## config.mk

```make
export PLATFORM = sky130hd
export DESIGN_NAME = register_scoreboard
export DESIGN_NICKNAME = d
export VERILOG_FILES = /design/src/rtl/register_scoreboard_pkg.sv /design/src/rtl/register_scoreboard_entry.sv /design/src/rtl/register_scoreboard.sv
export SDC_FILE = /design/constraint.sdc
export NUM_CORES = 1
export LEC_CHECK = 0
export ABC_CLOCK_PERIOD_IN_PS = 6750
export BUFFER_PORTS_ARGS = -buffer_cell sky130_fd_sc_hd__buf_2
export CAP_MARGIN = 20
export CORE_MARGIN = 1.5
export CORE_UTILIZATION = 63
export DETAILED_ROUTE_END_ITERATION = 6
export PLACE_DENSITY = 0.83
export SLEW_MARGIN = 5
export SYNTH_ARGS = -nofsm -noshare
export SYNTH_HDL_FRONTEND = slang
export SYNTH_SLANG_ARGS = --single-unit
```

## constraint.sdc

```tcl
create_clock -name clk -period 6.75 [get_ports clk]
set_input_delay 2.025 -clock clk [delete_from_list [all_inputs] [get_ports clk]]
set_output_delay 2.025 -clock clk [all_outputs]
set_load 0.02 [all_outputs]
```

## src/rtl/register_scoreboard_pkg.sv

```systemverilog
// Shared sizing for the register scoreboard: default widths and the
// derived width of the outstanding-reservation total.
package register_scoreboard_pkg;

   localparam int DEF_W_RD  = 5;
   localparam int DEF_N_REG = 2 ** DEF_W_RD;
   localparam int DEF_W_CNT = 2;

   // Width of the running total: up to N_REG counters of W_CNT bits each,
   // which always fits in W_RD + W_CNT bits.
   function automatic int pend_width(input int w_rd, input int w_cnt);
      return w_rd + w_cnt;
   endfunction

endpackage

```

## src/rtl/register_scoreboard_entry.sv

```systemverilog
// One register's outstanding-write counter. Reports the writeback-bypassed
// view of the count and flags increments past saturation or decrements
// from zero so the top level can raise its sticky error.
module register_scoreboard_entry #(
   parameter int W_CNT = 2
) (
   input  logic             clk,
   input  logic             reset,
   input  logic             inc,
   input  logic             dec,
   input  logic             flush,
   input  logic             zero_dis,
   output logic [W_CNT-1:0] eff,
   output logic             busy,
   output logic             sat,
   output logic             under_err,
   output logic             over_err
);

   localparam logic [W_CNT-1:0] CNT_MAX = '1;
   localparam logic [W_CNT-1:0] CNT_ONE = W_CNT'(1);

   logic [W_CNT-1:0] cnt;
   logic             inc_g;
   logic             dec_g;

   // A disabled entry (hard-wired register 0) ignores both reserve and release.
   assign inc_g = inc & ~zero_dis;
   assign dec_g = dec & ~zero_dis;

   assign busy = (cnt != '0);
   assign sat  = (cnt == CNT_MAX);

   // Same-cycle writeback is visible to the hazard check before the counter moves.
   assign eff = (dec_g && busy) ? (cnt - CNT_ONE) : cnt;

   // Simultaneous reserve and release cancel, so neither can be a violation.
   assign over_err  = inc_g & ~dec_g & sat;
   assign under_err = dec_g & ~inc_g & ~busy;

   // Counter: flush wins, then a net +1 or -1 clamped at the ends of the range.
   always_ff @(posedge clk or negedge reset) begin
      if (!reset) begin
         cnt <= '0;
      end else if (flush || zero_dis) begin
         cnt <= '0;
      end else if (inc_g && !dec_g && !sat) begin
         cnt <= cnt + CNT_ONE;
      end else if (dec_g && !inc_g && busy) begin
         cnt <= cnt - CNT_ONE;
      end
   end

endmodule

```

## src/rtl/register_scoreboard.sv

```systemverilog
// Register scoreboard between decode and writeback. Decode reserves its
// destination (r0) and is told to stall through reserved_o while any field
// it reads still has a writer in flight; writeback releases reservations.
//
// Interface semantics: chk_v_i qualifies r0_i/r1_i/use_r1_i for the hazard
// check and reserved_o answers combinationally in the same cycle (it is
// forced to 0 when chk_v_i=0). reserved_o acts as the inverse of ready:
// decode may assert w_reserve_i only in a cycle where reserved_o=0; the
// block does not gate the reserve itself and instead records misuse in
// err_o. wb_v_i/wb_rd_i is an always-accepted release with no back-pressure.
module register_scoreboard
   import register_scoreboard_pkg::*;
#(
   parameter int W_RD     = DEF_W_RD,
   parameter int N_REG    = DEF_N_REG,
   parameter int W_CNT    = DEF_W_CNT,
   parameter bit ZERO_REG = 1'b0
) (
   input  logic                  clk,
   input  logic                  reset,
   input  logic                  chk_v_i,
   input  logic [W_RD-1:0]       r0_i,
   input  logic [W_RD-1:0]       r1_i,
   input  logic                  use_r1_i,
   input  logic                  w_reserve_i,
   input  logic                  wb_v_i,
   input  logic [W_RD-1:0]       wb_rd_i,
   input  logic                  flush_i,
   output logic                  reserved_o,
   output logic [N_REG-1:0]      busy_o,
   output logic [W_RD+W_CNT-1:0] n_pend_o,
   output logic                  err_o
);

   localparam int               W_PEND  = pend_width(W_RD, W_CNT);
   localparam logic [W_CNT-1:0] CNT_MAX = '1;

   logic [N_REG-1:0] zero_vec;
   logic [N_REG-1:0] inc_vec;
   logic [N_REG-1:0] dec_vec;
   logic [N_REG-1:0] sat_vec;
   logic [N_REG-1:0] under_vec;
   logic [N_REG-1:0] over_vec;
   logic [W_CNT-1:0] eff_a [N_REG];

   logic [W_CNT-1:0] eff_r0;
   logic [W_CNT-1:0] eff_r1;
   logic             inc_acc;
   logic             dec_acc;
   logic             err_any;

   genvar k;
   generate
      for (k = 0; k < N_REG; k++) begin : g_entry
         assign zero_vec[k] = ZERO_REG && (k == 0);
         assign inc_vec[k]  = w_reserve_i && (r0_i == W_RD'(k)) && !zero_vec[k];
         assign dec_vec[k]  = wb_v_i && (wb_rd_i == W_RD'(k)) && !zero_vec[k];

         register_scoreboard_entry #(
            .W_CNT (W_CNT)
         ) u_entry (
            .clk       (clk),
            .reset     (reset),
            .inc       (inc_vec[k]),
            .dec       (dec_vec[k]),
            .flush     (flush_i),
            .zero_dis  (zero_vec[k]),
            .eff       (eff_a[k]),
            .busy      (busy_o[k]),
            .sat       (sat_vec[k]),
            .under_err (under_vec[k]),
            .over_err  (over_vec[k])
         );
      end
   endgenerate

   assign eff_r0 = eff_a[r0_i];
   assign eff_r1 = eff_a[r1_i];

   // Stall if the destination or a read source still has a writer in flight;
   // the saturation term keeps decode from over-reserving its destination.
   assign reserved_o = chk_v_i &&
                       ((eff_r0 != '0) ||
                        (use_r1_i && (eff_r1 != '0)) ||
                        (eff_r0 == CNT_MAX));

   // Only moves the counters actually make are reflected in the total.
   assign inc_acc = |(inc_vec & ~dec_vec & ~sat_vec);
   assign dec_acc = |(dec_vec & ~inc_vec & busy_o);
   assign err_any = (|under_vec) | (|over_vec);

   // Running total and sticky error; flush empties the total but keeps err.
   always_ff @(posedge clk or negedge reset) begin
      if (!reset) begin
         n_pend_o <= '0;
         err_o    <= 1'b0;
      end else if (flush_i) begin
         n_pend_o <= '0;
      end else begin
         n_pend_o <= n_pend_o + W_PEND'(inc_acc) - W_PEND'(dec_acc);
         err_o    <= err_o | err_any;
      end
   end

endmodule

```

==> impl_metrics.yaml, run 1 <==
floorplanning:
  dieArea_um2: 13900
  die_w_um: 118
  initial_core_util: 0.651
  core_area_um2: 12800
  die_h_um: 118
  rows: 41
  ios: 63
logic_synthesis:
  avgSynthCellArea_um2: 7.52
  yosys_most_used_dff: "dfrtp_1"
  synth_common_cells: "nor2_1, inv_1, nand2_1, nor3_1, dfrtp_1"
  async_flop_share: 1.00
  yosysSeqAreaShare: 0.217
  yosysMostFrequentCell: "nor2_1"
  syn_inst: 1107
  yosys_warnings: 0
  synth_area_leaders: "dfrtp_1, ha_1, nor2_1"
  synth_seq_cells: 72
  synth_top_area_frac: 0.217
  syn-cell-area_um2: 8320
  synth_nets: 1201
  synth_top_area_cell: "dfrtp_1"
  synth_cell_types: 69
  synth_enable_flop_cells: 0
timing:
  final_max_slew_viol_count: 0
  relSlewSlack: 0.341
  setup-violations-final: 0
  fmax_mhz: 149
  finalClockSkew_ns: 0.00980
  worst_pin_slew_ns: 0.989
  layout_min_cycle_time_ns: 6.69
  final-hold-violation-count: 0
  whs_ns: 0.486
  min_period_over_period: 0.991
  setup-tns-final_ns: 0
final_layout:
  final_cells: 1368
  final.fill_count: 1010
  fin_nets: 1283
  seqCellArea_um2: 1800
  area_growth_pct: 12.9
  multi_input_area_um2: 5700
  fin_util: 0.735
  layout-drive-gt1-share: 0.160
clocking:
  cts_buffers: 9
  clkLatencyLatePin_ns: 0.36
  cts_buffer_depth: 2
  cts_tree: "done"
  post_cts.repair.setup_buffers: 0
  clock_sinks: 72
  cts-root-buf: "clkbuf_16"
  htreeDepth: 3
  clkTransAtPathRegs_ns: 0.06
power:
  pwr-share-clk: 0.331
  power.density_nw_per_um2: 150
  intPower_uw: 888
  seqPwrFrac: 0.344
  vdd_drop_max_v: 0.000248
  p_leak_nw: 4.36
  p_switching_uw: 520
  combPwrFrac: 0.326
  p_total_mw: 1.41
  swShare: 0.370
detailed_routing:
  routed_wirelength_um: 30900
  vias_per_cell: 6.71
  drtAntennaViolNets: 0
  vias: 9185
  wl_per_cell_um: 22.6
  drc: 0
  drt-initial-drc-count: 1270
  drt-pass1-iter-count: 6
placed_design:
  dp_hpwl_um: 23700
  port_buffers: 62
  routabilityCongestion: 1.11
  dp_cells: 1350
setup_path:
  crit_start: "wb_rd_i[1]"
  crit_cells: 13
  path_buf_inv: 5
  cpMostUsedCell: "buf_4"
  ff2ff_path_depth: 19
  criticalPathCategory: "in -> out"
  crit_chain: "buf_2 > or2_2 > buf_4 > nor3_2 > buf_4 > nand2_1 > o211ai_1 > nand2_1 > nor4_1 > buf_4 > o311ai_0 > a32o_1 > buf_2"
  crit_family: "simple AND/OR/NAND/NOR gates"
  timing.rr.start: "g_entry[2].u_entry.cnt[0]$_DFFE_PN0P_"
  endpoint: "reserved_o"
  start_kind: "input port"
  reg2reg_slack_ns: 2.64
  cp-end-kind: "primary output"
  critical_path_peak_fanout: 10
  cpPeakStageDelay_ns: 0.47
  arrival_ns: 4.66
  cp_data_required_time_ns: 4.72
  r2r-end: "n_pend_o[6]$_DFF_PN0_"
  slowest_stage: "or2_2"
global_route:
  busiest_layer: "met2"
  grt_util_met3: 0.131
  grt_max_degree: 73
  grt_pass1_vias: 8429
  grt-ovfl-total: 0
  grtUsageMet2: 0.661
  grtUsageTotal: 0.444
  use_met1: 0.574
  antenna_found_initial: 1
  grt_pass1_wl_um: 47300
run:
  maxCapViolations: 0
hold_path:
  hp-class: "reg -> reg"
run_status:
  status: "finished, final reports clean"
==> worst register-to-register path, cell delays in order, from the launching register on <==
cell and delay (ns):
dfrtp_1 0.45, inv_1 0.11, ha_1 0.27, a2111oi_1 0.83, nor4_1 0.15, nand4_1 0.13, and4b_1 0.20, nand4_1 0.13
ha_1 0.25, inv_1 0.06, ha_1 0.17, inv_1 0.06, fa_1 0.37, nor2b_1 0.16, o21ai_0 0.10, nand2b_1 0.11
a21o_1 0.12, a21oi_1 0.07, xnor2_1 0.15, nor2_1 0.06
==> timing repair <==
item / in CTS / in global routing
gates resized for setup: 0 / 5
endpoints found under the setup margin: 0 / 1
hold buffers: 0 / 0
endpoints found under the hold margin: 0 / 0
==> metal layers <==
metal  share of wire  wire, um
met1            0.39     11900
met2            0.41     12800
met3            0.13      4120
met4           0.066      2050
met5               0         0
==> logic make-up (layout without fill, tap and decap cells) <==
logic type,Yosys count,count (layout),synth area share
mux,36,36,0.0522
xor+xnor,65,65,0.0693
compound gates,226,226,0.187
flops,72,72,0.217
fa+ha+maj,72,72,0.109
simple gates,447,447,0.264
other cells,0,2,0
buf+inv,189,276,0.101
==> state kept, by name, indices dropped and copies added (netlist names) <==
register	flops
err_o	1
g_entry.u_entry.cnt	64
n_pend_o	7
==> how the worst min path moves through the flow <==
stage / start / endpoint / slack, ns / cells past startpoint
6_report: err_o$_DFFE_PN0N_ / err_o$_DFFE_PN0N_ / 0.49 / 1
5_1_grt: err_o$_DFFE_PN0N_ / err_o$_DFFE_PN0N_ / 0.49 / 1
4_1_cts: err_o$_DFFE_PN0N_ / err_o$_DFFE_PN0N_ / 0.49 / 1
3_5_place_dp: err_o$_DFFE_PN0N_ / err_o$_DFFE_PN0N_ / 0.48 / 1
3_3_place_gp: err_o$_DFFE_PN0N_ / err_o$_DFFE_PN0N_ / 0.45 / 1
2_1_floorplan: g_entry[22].u_entry.cnt[1]$_DFFE_PN0P_ / g_entry[22].u_entry.cnt[1]$_DFFE_PN0P_ / 0.55 / 2
==> metrics by stage <==
step / worst slack, ns / area (um2)
2_1_floorplan: 0.273 / 8320
3_3_place_gp: 0.108 / 9090
3_5_place_dp: 0.0291 / 9090
4_1_cts: 0.0353 / 9370
5_1_grt: -0.0350 / 9390
6_report: 0.0606 / 9390
==> power groups by stage <==
stage                     clock [mW]  sequential, mW  combinational [mW]
after floorplan                    0           0.504               0.301
after global placement             0           0.490               0.434
after detailed placement           0           0.491               0.445
after CTS                      0.467           0.483               0.447
after global routing           0.485           0.487               0.494
final                          0.466           0.484               0.458
==> cell type report <==
class                      instances  area share
multi-input combinational        846       0.606
sequential                        72       0.192
timing repair buffer             144       0.103
inverter                         116      0.0464
clock buffer                      10      0.0244
tap                              172      0.0229
clock inverter                     6     0.00480
antenna                            2    0.000533
==> cells in the final DEF, fill, tap and decap left out, types with 8 or more instances in the layout <==
cell type / netlist / layout
o211ai_1: 11 / 11
nand4_1: 12 / 12
and2_1: 13 / 13
a31oi_1: 8 / 8
o21ai_0: 24 / 24
nand2_1: 88 / 88
dfrtp_1: 72 / 72
buf_4: 32 / 80
a211oi_1: 12 / 12
buf_2: 5 / 61
a32oi_1: 15 / 15
nor3_1: 73 / 72
mux2i_1: 25 / 25
clkbuf_16: 0 / 9
inv_1: 115 / 115
a211o_1: 12 / 12
or3_1: 13 / 12
o311ai_0: 13 / 13
ha_1: 71 / 71
nor4_1: 13 / 13
o31ai_1: 8 / 8
nor2_1: 147 / 147
nor3_2: 10 / 10
xnor2_1: 62 / 62
a21oi_1: 71 / 71
nor2b_1: 9 / 9
a311oi_1: 11 / 11
nand3_1: 34 / 34
Note: power is estimated with default switching activity, not from simulation.
==> run 2: changes to the inputs <==
--- a/config.mk
+++ b/config.mk
@@ -9,10 +9,11 @@
 export BUFFER_PORTS_ARGS = -buffer_cell sky130_fd_sc_hd__buf_2
 export CAP_MARGIN = 20
 export CORE_MARGIN = 1.5
-export CORE_UTILIZATION = 63
+export CORE_UTILIZATION = 64
 export DETAILED_ROUTE_END_ITERATION = 6
 export PLACE_DENSITY = 0.83
 export SLEW_MARGIN = 5
 export SYNTH_ARGS = -nofsm -noshare
 export SYNTH_HDL_FRONTEND = slang
+export SYNTH_HIERARCHICAL = 1
 export SYNTH_SLANG_ARGS = --single-unit
==> impl_metrics.yaml, run 2 <==
run_status:
  status: "finished with violations"
  violations: "setup timing"
logic_synthesis:
  synth_top_area_frac: 0.178
  syn-cell-area_um2: 10100
  yosysSeqAreaShare: 0.178
  synth_seq_cells: 72
  yosys_most_used_dff: "dfrtp_1"
  synth_cell_types: 66
  avgSynthCellArea_um2: 8.22
  synth_top_area_cell: "dfrtp_1"
  synth_area_leaders: "dfrtp_1, ha_1, nor3b_2"
  synth_common_cells: "inv_1, nor2_1, nor3_1, dfrtp_1, ha_1"
  yosys_warnings: 6
  syn_inst: 1232
  yosysMostFrequentCell: "inv_1"
  synth_enable_flop_cells: 0
  async_flop_share: 1.00
clocking:
  clkTransAtPathRegs_ns: 0.05
  htreeDepth: 3
  cts_buffers: 9
  cts_buffer_depth: 2
  clkLatencyLatePin_ns: 0.35
  cts-root-buf: "clkbuf_16"
  cts_tree: "done"
  clock_sinks: 72
setup_path:
  r2r-end: "n_pend_o[6]$_DFF_PN0_"
  critical_path_peak_fanout: 6
  start_kind: "input port"
  timing.rr.start: "g_entry[30].u_entry/cnt[1]$_DFFE_PN0P_"
  reg2reg_slack_ns: 2.43
  cp-end-kind: "primary output"
  crit_start: "wb_rd_i[0]"
  ff2ff_path_depth: 18
  arrival_ns: 4.82
  criticalPathCategory: "in -> out"
  cp_data_required_time_ns: 4.72
floorplanning:
  dieArea_um2: 16600
  initial_core_util: 0.661
  rows: 45
  die_w_um: 129
  ios: 63
  core_area_um2: 15300
  die_h_um: 129
final_layout:
  fin_util: 0.818
  diodes: 0
  layout-drive-gt1-share: 0.290
  final_area_um2: 12500
  largest_register_ffs: 64
  final.fill_count: 1012
  top_register: "g_entry.u_entry/cnt"
  final_cell_mix: "inv_1, conb_1, nor2_1"
  area_growth_pct: 23.8
  reg_top3: "g_entry.u_entry/cnt: 64 flops, n_pend_o: 7 flops, err_o: 1 flops"
  mostFrequentLayoutCell: "inv_1"
  multi_input_area_um2: 8370
  fin_nets: 1617
  seqCellArea_um2: 1800
placed_design:
  dpl_cell_area_um2: 11900
  dp_hpwl_um: 25500
  routabilityCongestion: 1.06
  port_buffers: 62
  place_ws_ns: -0.163
timing:
  fmax_mhz: 146
  final_max_slew_viol_count: 0
  min_period_over_period: 1.01
  setup_ws_ns: -0.0916
  finalClockSkew_ns: 0.00979
  final-hold-violation-count: 0
  setup-violations-final: 1
  relSlewSlack: 0.329
  rsz0062_at_grt: "yes"
  layout_min_cycle_time_ns: 6.84
  worst_pin_slew_ns: 1.01
global_route:
  grtUsageTotal: 0.402
  grt_max_degree: 73
  grt-ovfl-total: 0
  grt_pass1_wl_um: 51700
  grt_pass1_vias: 10100
  antenna_found_initial: 0
detailed_routing:
  drt-pass1-iter-count: 7
  vias: 10800
  routed_wirelength_um: 33400
  wl_per_cell_um: 19.2
  drc: 0
  drtAntennaViolNets: 0
  drt-initial-drc-count: 1201
  vias_per_cell: 6.20
hold_path:
  holdCritStartpoint: "err_o$_DFFE_PN0N_"
  hold_end: "err_o$_DFFE_PN0N_"
  holdPathStages: 1
  hp-class: "reg -> reg"
power:
  vdd_drop_max_v: 0.000121
  power.density_nw_per_um2: 105
  p_leak_nw: 5.60
run:
  maxCapViolations: 0
-- run 2: cell types whose count changed after synthesis, moves of 30 or more --
cell and change:
o21a_1 +60, a211oi_2 +32, buf_4 -32, nand2_1 -60, o21bai_1 +32, and4bb_2 +33, nor3b_2 +64, a21oi_1 -56
nand2b_2 +30, nor4b_1 +33, or2_2 +31, inv_1 +48
-- run 2: worst max path at each step --
| stage | endpoint | cells past startpoint |
|---|---|---|
| after floorplan | reserved_o | 11 |
| after CTS | reserved_o | 13 |
| final | reserved_o | 14 |
| after global routing | reserved_o | 14 |
| after detailed placement | reserved_o | 13 |
| after global placement | reserved_o | 13 |
-- run 2: kinds of logic (layout without fill, tap and decap cells) --
| logic type | after synthesis | after routing | share of synthesized area |
|---|---|---|---|
| adders and majority gates | 72 | 72 | 0.0897 |
| other | 1 | 130 | 0.000370 |
| DFF | 72 | 72 | 0.178 |
| and+or+nand+nor | 567 | 567 | 0.380 |
| muxes | 41 | 41 | 0.0478 |
| xor gates and xnor gates | 35 | 35 | 0.0303 |
| buffers and inverters | 182 | 349 | 0.0676 |
| AOI/OAI and AO/OA | 262 | 262 | 0.207 |
-- run 2: through the flow --
stage / std cells / hold WS (ns) / total power [mW] / setup TNS, ns
after global placement: 1712 / 0.454 / 0.749 / -0.116
after floorplan: 1361 / 0.555 / 0.661 / 0
after detailed placement: 1712 / 0.457 / 0.756 / -0.163
after global routing: 1739 / 0.502 / 1.37 / -0.202
final: 1739 / 0.466 / 1.31 / -0.0916
after CTS: 1733 / 0.473 / 1.30 / -0.0168
-- run 2: timing repair --
item,4_1_cts,5_1_grt
gates resized for setup,50,26
pin swaps,15,6
endpoints found under the setup margin,1,1
hold buffers,0,0
buffers inserted,5,6
-- run 2: routing by layer --
| layer | vias to the layer above | wire length [um] | global-route usage |
|---|---|---|---|
| met1 | 5011 | 13000 | 0.505 |
| met3 | 164 | 3590 | 0.0832 |
| met5 | - | 0 | 0 |
| met2 | 624 | 14700 | 0.642 |
| li1 | 4981 | - | - |
| met4 | 0 | 2080 | 0.231 |
-- run 2: power breakdown --
part / internal [mW] / leakage (nW) / switching (mW)
clock: 0.334 / 0.152 / 0.207
combinational: 0.119 / 4.45 / 0.192
sequential: 0.447 / 0.994 / 0.0118
total: 0.900 / 5.60 / 0.411
-- run 2: worst max-delay path, stage by stage --
cell and delay (ns):
buf_8 0.10, buf_6 0.12, nand4b_1 0.35, nor2_2 0.26
nand2b_4 0.08, nor2_4 0.13, mux2i_1 0.22, nor2_1 0.09
mux4_2 0.47, mux2_4 0.28, nand3b_1 0.09, o2111ai_2 0.10
o32ai_2 0.29, buf_4 0.20
-- run 2: area by class of cell --
type,count,share of cell area
inverter,163,0.0490
clock buffer,11,0.0194
timing repair buffer,170,0.0924
tap,211,0.0211
sequential,72,0.144
multi-input combinational,1107,0.668
clock inverter,5,0.00639
